==> src/rtl/ddr4_v2_2_20_axi_dwn_pkg.sv <==
// ---------------------------------------------------------------------------
// ddr4_v2_2_20_axi_dwn_pkg
//   Shared definitions for the AXI write-data downsizer:
//     - dwn_state_t : control states of the W downsizer (IDLE, FETCH, SEND)
//     - CMD_LEN_W   : width of the narrow burst length field (beats minus 1)
//     - clog2_ratio : ceiling log2, used to size the narrow word index
// ---------------------------------------------------------------------------
package ddr4_v2_2_20_axi_dwn_pkg;

    typedef enum logic [1:0] {
        IDLE  = 2'd0,   // waiting for a burst command
        FETCH = 2'd1,   // waiting for the next wide beat
        SEND  = 2'd2    // emitting narrow slices of the held wide beat
    } dwn_state_t;

    localparam int CMD_LEN_W = 8;

    function automatic int clog2_ratio(input int value);
        int r;
        r = 0;
        while ((1 << r) < value) begin
            r++;
        end
        return r;
    endfunction

endpackage

==> src/rtl/ddr4_v2_2_20_w_word_sel.sv <==
// ---------------------------------------------------------------------------
// ddr4_v2_2_20_w_word_sel
//   Combinational R:1 slice mux. Picks narrow word 'word_idx' out of a wide
//   data/strobe pair; word 0 is the least significant slice.
//   Ports:
//     wide_data   in  S_WIDTH      wide data word
//     wide_strb   in  S_WIDTH/8    wide strobes
//     word_idx    in  IDX_W        narrow slice index
//     narrow_data out M_WIDTH      selected data slice
//     narrow_strb out M_WIDTH/8    selected strobe slice
// ---------------------------------------------------------------------------
module ddr4_v2_2_20_w_word_sel #(
    parameter int S_WIDTH = 128,
    parameter int M_WIDTH = 32,
    parameter int IDX_W   = 2
) (
    input  logic [S_WIDTH-1:0]   wide_data,
    input  logic [S_WIDTH/8-1:0] wide_strb,
    input  logic [IDX_W-1:0]     word_idx,
    output logic [M_WIDTH-1:0]   narrow_data,
    output logic [M_WIDTH/8-1:0] narrow_strb
);

    always_comb begin
        narrow_data = wide_data[int'(word_idx)*M_WIDTH +: M_WIDTH];
        narrow_strb = wide_strb[int'(word_idx)*(M_WIDTH/8) +: M_WIDTH/8];
    end

endmodule

==> src/rtl/ddr4_v2_2_20_w_downsizer.sv <==
// ---------------------------------------------------------------------------
// ddr4_v2_2_20_w_downsizer
//   AXI W-channel downsizer. A burst command (start word offset, narrow
//   length) is taken in IDLE; each wide beat is fetched, held, and replayed
//   as narrow beats. Crossing a wide-beat boundary costs one bubble cycle.
//   Every output is a flop, so M_AXI_WREADY never reaches S_AXI_WREADY
//   combinationally.
//   Ports:
//     ACLK, ARESET            clock, async active-high reset
//     cmd_valid/ready         burst command handshake
//     cmd_offset, cmd_len     first narrow word index, narrow beats minus 1
//     S_AXI_W*                wide write-data slave port
//     M_AXI_W*                narrow write-data master port
//     wlast_err               one-cycle pulse when the wide WLAST disagrees
//                             with the command length
// ---------------------------------------------------------------------------
module ddr4_v2_2_20_w_downsizer
    import ddr4_v2_2_20_axi_dwn_pkg::*;
#(
    parameter string C_FAMILY           = "virtex6",
    parameter int    C_S_AXI_DATA_WIDTH = 128,
    parameter int    C_M_AXI_DATA_WIDTH = 32,
    localparam int   RATIO              = C_S_AXI_DATA_WIDTH / C_M_AXI_DATA_WIDTH,
    localparam int   LOG_R              = clog2_ratio(RATIO)
) (
    input  logic                            ACLK,
    input  logic                            ARESET,
    input  logic                            cmd_valid,
    output logic                            cmd_ready,
    input  logic [LOG_R-1:0]                cmd_offset,
    input  logic [CMD_LEN_W-1:0]            cmd_len,
    input  logic [C_S_AXI_DATA_WIDTH-1:0]   S_AXI_WDATA,
    input  logic [C_S_AXI_DATA_WIDTH/8-1:0] S_AXI_WSTRB,
    input  logic                            S_AXI_WLAST,
    input  logic                            S_AXI_WVALID,
    output logic                            S_AXI_WREADY,
    output logic [C_M_AXI_DATA_WIDTH-1:0]   M_AXI_WDATA,
    output logic [C_M_AXI_DATA_WIDTH/8-1:0] M_AXI_WSTRB,
    output logic                            M_AXI_WLAST,
    output logic                            M_AXI_WVALID,
    input  logic                            M_AXI_WREADY,
    output logic                            wlast_err
);

    localparam int S_W  = C_S_AXI_DATA_WIDTH;
    localparam int M_W  = C_M_AXI_DATA_WIDTH;

    // Control state
    dwn_state_t             state_q,      state_d;
    logic [LOG_R-1:0]       word_idx_q,   word_idx_d;
    logic [CMD_LEN_W-1:0]   remaining_q,  remaining_d;

    // Held wide beat
    logic [S_W-1:0]         wide_data_q,  wide_data_d;
    logic [S_W/8-1:0]       wide_strb_q,  wide_strb_d;
    logic                   wide_last_q,  wide_last_d;

    // Registered outputs
    logic                   cmd_ready_q,  cmd_ready_d;
    logic                   s_wready_q,   s_wready_d;
    logic                   m_wvalid_q,   m_wvalid_d;
    logic                   m_wlast_q,    m_wlast_d;
    logic [M_W-1:0]         m_wdata_q,    m_wdata_d;
    logic [M_W/8-1:0]       m_wstrb_q,    m_wstrb_d;
    logic                   wlast_err_q,  wlast_err_d;

    // The output slice is selected from the *next* held beat and index so
    // that the registered narrow data lines up with m_wvalid_q.
    ddr4_v2_2_20_w_word_sel #(
        .S_WIDTH (S_W),
        .M_WIDTH (M_W),
        .IDX_W   (LOG_R)
    ) u_word_sel (
        .wide_data   (wide_data_d),
        .wide_strb   (wide_strb_d),
        .word_idx    (word_idx_d),
        .narrow_data (m_wdata_d),
        .narrow_strb (m_wstrb_d)
    );

    // NOTE: every signal written here is given a default first, so no path
    // through the case leaves a value unassigned and no latch is inferred.
    always_comb begin
        state_d     = state_q;
        word_idx_d  = word_idx_q;
        remaining_d = remaining_q;
        wide_data_d = wide_data_q;
        wide_strb_d = wide_strb_q;
        wide_last_d = wide_last_q;
        wlast_err_d = 1'b0;

        unique case (state_q)
            IDLE: begin
                if (cmd_valid) begin
                    word_idx_d  = cmd_offset;
                    remaining_d = cmd_len;
                    state_d     = FETCH;
                end
            end
            FETCH: begin
                if (S_AXI_WVALID) begin
                    wide_data_d = S_AXI_WDATA;
                    wide_strb_d = S_AXI_WSTRB;
                    wide_last_d = S_AXI_WLAST;
                    state_d     = SEND;
                end
            end
            SEND: begin
                if (M_AXI_WREADY) begin
                    if (remaining_q == '0) begin
                        // Burst done: the held wide beat should have been last.
                        state_d     = IDLE;
                        wlast_err_d = ~wide_last_q;
                    end else begin
                        // word_idx is LOG_R bits wide, so +1 wraps modulo R.
                        word_idx_d  = word_idx_q + 1'b1;
                        remaining_d = remaining_q - 1'b1;
                        if (word_idx_q == {LOG_R{1'b1}}) begin
                            // Wide beat exhausted mid-burst: it must not be last.
                            state_d     = FETCH;
                            wlast_err_d = wide_last_q;
                        end
                    end
                end
            end
            default: state_d = IDLE;
        endcase

        cmd_ready_d = (state_d == IDLE);
        s_wready_d  = (state_d == FETCH);
        m_wvalid_d  = (state_d == SEND);
        m_wlast_d   = (state_d == SEND) && (remaining_d == '0);
    end

    // NOTE: the held wide data register is reset along with the control
    // flops; it is a single beat of storage, not a memory array, and a known
    // value after reset keeps the narrow outputs at zero until first use.
    // NOTE: state is updated with non-blocking assignments so every flop
    // samples the pre-edge values of its inputs regardless of statement order.
    always_ff @(posedge ACLK or posedge ARESET) begin
        if (ARESET) begin
            state_q     <= IDLE;
            word_idx_q  <= '0;
            remaining_q <= '0;
            wide_data_q <= '0;
            wide_strb_q <= '0;
            wide_last_q <= 1'b0;
            cmd_ready_q <= 1'b1;
            s_wready_q  <= 1'b0;
            m_wvalid_q  <= 1'b0;
            m_wlast_q   <= 1'b0;
            m_wdata_q   <= '0;
            m_wstrb_q   <= '0;
            wlast_err_q <= 1'b0;
        end else begin
            state_q     <= state_d;
            word_idx_q  <= word_idx_d;
            remaining_q <= remaining_d;
            wide_data_q <= wide_data_d;
            wide_strb_q <= wide_strb_d;
            wide_last_q <= wide_last_d;
            cmd_ready_q <= cmd_ready_d;
            s_wready_q  <= s_wready_d;
            m_wvalid_q  <= m_wvalid_d;
            m_wlast_q   <= m_wlast_d;
            m_wdata_q   <= m_wdata_d;
            m_wstrb_q   <= m_wstrb_d;
            wlast_err_q <= wlast_err_d;
        end
    end

    assign cmd_ready    = cmd_ready_q;
    assign S_AXI_WREADY = s_wready_q;
    assign M_AXI_WVALID = m_wvalid_q;
    assign M_AXI_WLAST  = m_wlast_q;
    assign M_AXI_WDATA  = m_wdata_q;
    assign M_AXI_WSTRB  = m_wstrb_q;
    assign wlast_err    = wlast_err_q;

endmodule

==> config.mk <==
export PLATFORM = sky130hd
export DESIGN_NAME = ddr4_v2_2_20_w_downsizer
export DESIGN_NICKNAME = d
export VERILOG_FILES = /design/src/rtl/ddr4_v2_2_20_axi_dwn_pkg.sv /design/src/rtl/ddr4_v2_2_20_w_word_sel.sv /design/src/rtl/ddr4_v2_2_20_w_downsizer.sv
export SDC_FILE = /design/constraint.sdc
export NUM_CORES = 1
export LEC_CHECK = 0
export ABC_CLOCK_PERIOD_IN_PS = 10900
export BUFFER_PORTS_ARGS = -buffer_cell sky130_fd_sc_hd__buf_2
export CORE_ASPECT_RATIO = 1.5
export CORE_MARGIN = 3
export CORE_UTILIZATION = 50
export CTS_CLUSTER_DIAMETER = 30
export DETAILED_ROUTE_END_ITERATION = 6
export GPL_TIMING_DRIVEN = 0
export PLACE_DENSITY = 0.75
export SLEW_MARGIN = 20
export SYNTH_ARGS = -nofsm -noshare
export SYNTH_HDL_FRONTEND = slang
export SYNTH_SLANG_ARGS = --single-unit
==> constraint.sdc <==
create_clock -name ACLK -period 10.9 [get_ports ACLK]
set_input_delay 0.545 -clock ACLK [delete_from_list [all_inputs] [get_ports ACLK]]
set_output_delay 0.545 -clock ACLK [all_outputs]
set_load 0.01 [all_outputs]
==> out/metrics.yaml <==
pwr:
  seqPwrFrac: 0.376
  swShare: 0.344
  internal_power_mw: 2.17
  pwr-share-clk: 0.185
  power_density_nw_per_um2: 319
  p_leak_nw: 4.98
  p_sw_mw: 1.13
  peakVddDrop_v: 0.000149
  comb_power_share: 0.439
floorplanning:
  rows: 57
  core_area_um2: 16400
  die_area_um2: 18600
  dieWidth_um: 112
  initial_core_util: 0.516
  die_h_um: 165
  io_pins: 201
sta:
  fin_worst_skew_ns: 0.0101
  hold_viol: 0
  min_period_ns: 2.92
  rsz0062_at_grt: "no"
  fmax_mhz: 343
  finalSetupViolCount: 0
  hold_ws_ns: 0.191
  finalMaxSlewViolations: 0
  period_share: 0.268
  worstMarginPinSlew_ns: 0.860
  slew_headroom: 0.426
  setup_tns_ns: 0
worst_setup_path:
  endpoint_kind: "flip-flop"
  cp.required_ns: 11.20
  r2r_cells: 7
  cp.arrival_ns: 3.22
  cp_max_fo: 10
  startpoint_type: "flip-flop"
  criticalPathCategory: "reg2reg"
logic_synthesis:
  async_flop_share: 1.00
  synth_edf_count: 0
  synth_cell_types: 44
  postSynthAreaPerCell_um2: 14.5
  yosysTopAreaCell: "dfrtp_1"
  synthFlopType: "dfrtp_1"
  ys_warn_count: 0
  synth_area_leaders: "dfrtp_1 (58%), mux2_2 (19%), mux2i_1 (13%)"
  syn_nets: 747
  ys_ff_latch: 198
  yosysSeqAreaShare: 0.585
  synth_top_area_frac: 0.582
  syn_area_um2: 8470
  synth_cells: 584
cells_and_area:
  final_common_cell: "buf_2"
  postLayoutCoreUtil: 0.631
  final_cell_mix: "buf_2 (212), dfrtp_1 (197), mux2_2 (145)"
  fin_nets: 967
  area_growth_pct: 22.1
  drive_above_1_share: 0.487
status:
  status: "finished clean"
clock_tree:
  postCtsSetupBuffers: 0
  ctsHoldBuffers: 0
  clockRootBuffer: "clkbuf_16"
  htree_levels: 4
  clkTransAtPathRegs_ns: 0.07
  cts_tree: "done"
  clk_latency_ns: 0.42
  cts_buffer_depth: 2
  cts_buffers: 17
  cts.sinks: 198
  cts_resized: 0
drt:
  drc_errors: 0
  via_per_inst: 5.35
  ant_nets: 0
  drt_iter0_markers: 329
  wl_mm: 20.8
  wl_per_cell_um: 20.2
  drt_first_pass_iters: 4
  vias: 5492
grt:
  grtUsageTotal: 0.231
  grt_pass1_vias: 6308
  grt_antenna_before_repair: 4
  gr-total-overflow: 0
  grt_max_degree: 113
  grt_pass1_wl_mm: 32.8
place:
  gp_congestion: 0.944
  place_hpwl_mm: 15.5
  port_buffers: 200
min_path:
  min_path_type: "in2async"
run:
  maxCapViolations: 0
[critical path, stage by stage, from the launching register on]
cell      delay (ns)
dfrtp_1         0.33
clkbuf_1        0.37
or2_1           0.24
clkbuf_1        0.56
clkbuf_1        0.63
mux2_2          0.43
mux2i_1         0.15
mux2i_1         0.09
[metrics by stage]
stage / std cells / power (mW) / instance area [µm²] / worst slack, ns
5_1_grt: 1026 / 3.52 / 10300 / 7.76
4_1_cts: 1022 / 3.33 / 10300 / 7.95
3_5_place_dp: 991 / 2.71 / 9760 / 7.96
3_3_place_gp: 990 / 2.63 / 9730 / 3.26
6_report: 1026 / 3.30 / 10300 / 7.98
2_1_floorplan: 584 / 2.29 / 8470 / 4.96
[layer usage]
layer | up-vias | wire length (µm) | track usage | share of wire
met5 | - | 0 | 0 | 0
met4 | 0 | 447 | 0.0771 | 0.022
met3 | 27 | 1090 | 0.0554 | 0.052
met2 | 156 | 11400 | 0.425 | 0.55
met1 | 2785 | 7800 | 0.262 | 0.38
li1 | 2524 | - | - | -
[Yosys cell counts, drive strengths merged, types with 2 or more instances]
master,n
o22a,2
mux2i,111
nor2,8
inv,6
o221ai,3
dfrtp,197
a21oi,10
clkbuf,19
o21bai,2
mux2,145
or2,2
buf,15
o21ai,8
xnor2,2
nor4,2
o32ai,3
ha,3
xor2,3
nand3,2
or4,3
nand2,10
nor2b,8
nor4b,2
nor3,2
o22ai,2
nand2b,6
[power groups by stage]
| stage | logic [mW] | clock network, mW | registers (mW) |
|---|---|---|---|
| after floorplan | 1.04 | 0 | 1.25 |
| after global placement | 1.40 | 0 | 1.23 |
| after detailed placement | 1.46 | 0 | 1.25 |
| after CTS | 1.47 | 0.623 | 1.24 |
| after global routing | 1.59 | 0.655 | 1.28 |
| final | 1.45 | 0.612 | 1.24 |
[state kept, by name, indices dropped and copies added (netlist names)]
| name | cells |
|---|---|
| cmd_ready | 1 |
| word_idx_q | 2 |
| M_AXI_WVALID | 1 |
| state_q | 2 |
| M_AXI_WSTRB | 4 |
| M_AXI_WLAST | 1 |
| remaining_q | 8 |
| M_AXI_WDATA | 32 |
| wide_last_q | 1 |
| S_AXI_WREADY | 1 |
| wlast_err | 1 |
| wide_data_q | 128 |
| wide_strb_q | 16 |
[cell families (layout without fill, tap and decap cells)]
kind of cell,after synthesis,after routing,share of synthesized area
AOI/OAI and AO/OA,34,34,0.0281
muxes,256,256,0.324
buffers and inverters,40,272,0.0204
and+or+nand+nor,48,48,0.0328
DFF,198,198,0.585
adders and majority gates,3,3,0.00443
xor gates and xnor gates,5,5,0.00517
other,0,4,0
[worst paths after layout]
check	startpoint	endpoint	slack, ns
max	state_q[1]	M_AXI_WDATA[31]	7.98
min	ARESET	wide_data_q[78]	0.19
max reg2reg	state_q[1]	M_AXI_WDATA[31]	7.98
min reg2reg	wide_data_q[43]	wide_data_q[43]	0.49
max in group asynchronous	ARESET	wide_data_q[69]	9.74
min in group ACLK	S_AXI_WLAST	wide_last_q	0.36
[area by class of cell]
| class | instances | area [µm²] |
|---|---|---|
| well taps | 206 | 258 |
| plain buffers | 34 | 150 |
| multi-input cells | 346 | 3340 |
| inverters | 6 | 30.0 |
| flip-flops and latches | 198 | 4960 |
| diodes | 4 | 10.0 |
| repair buffers | 201 | 1030 |
| clock buffers | 21 | 450 |
| clock inverters | 10 | 120 |
| fillers | 1322 | 6060 |
(Power assumes the default switching activity.)
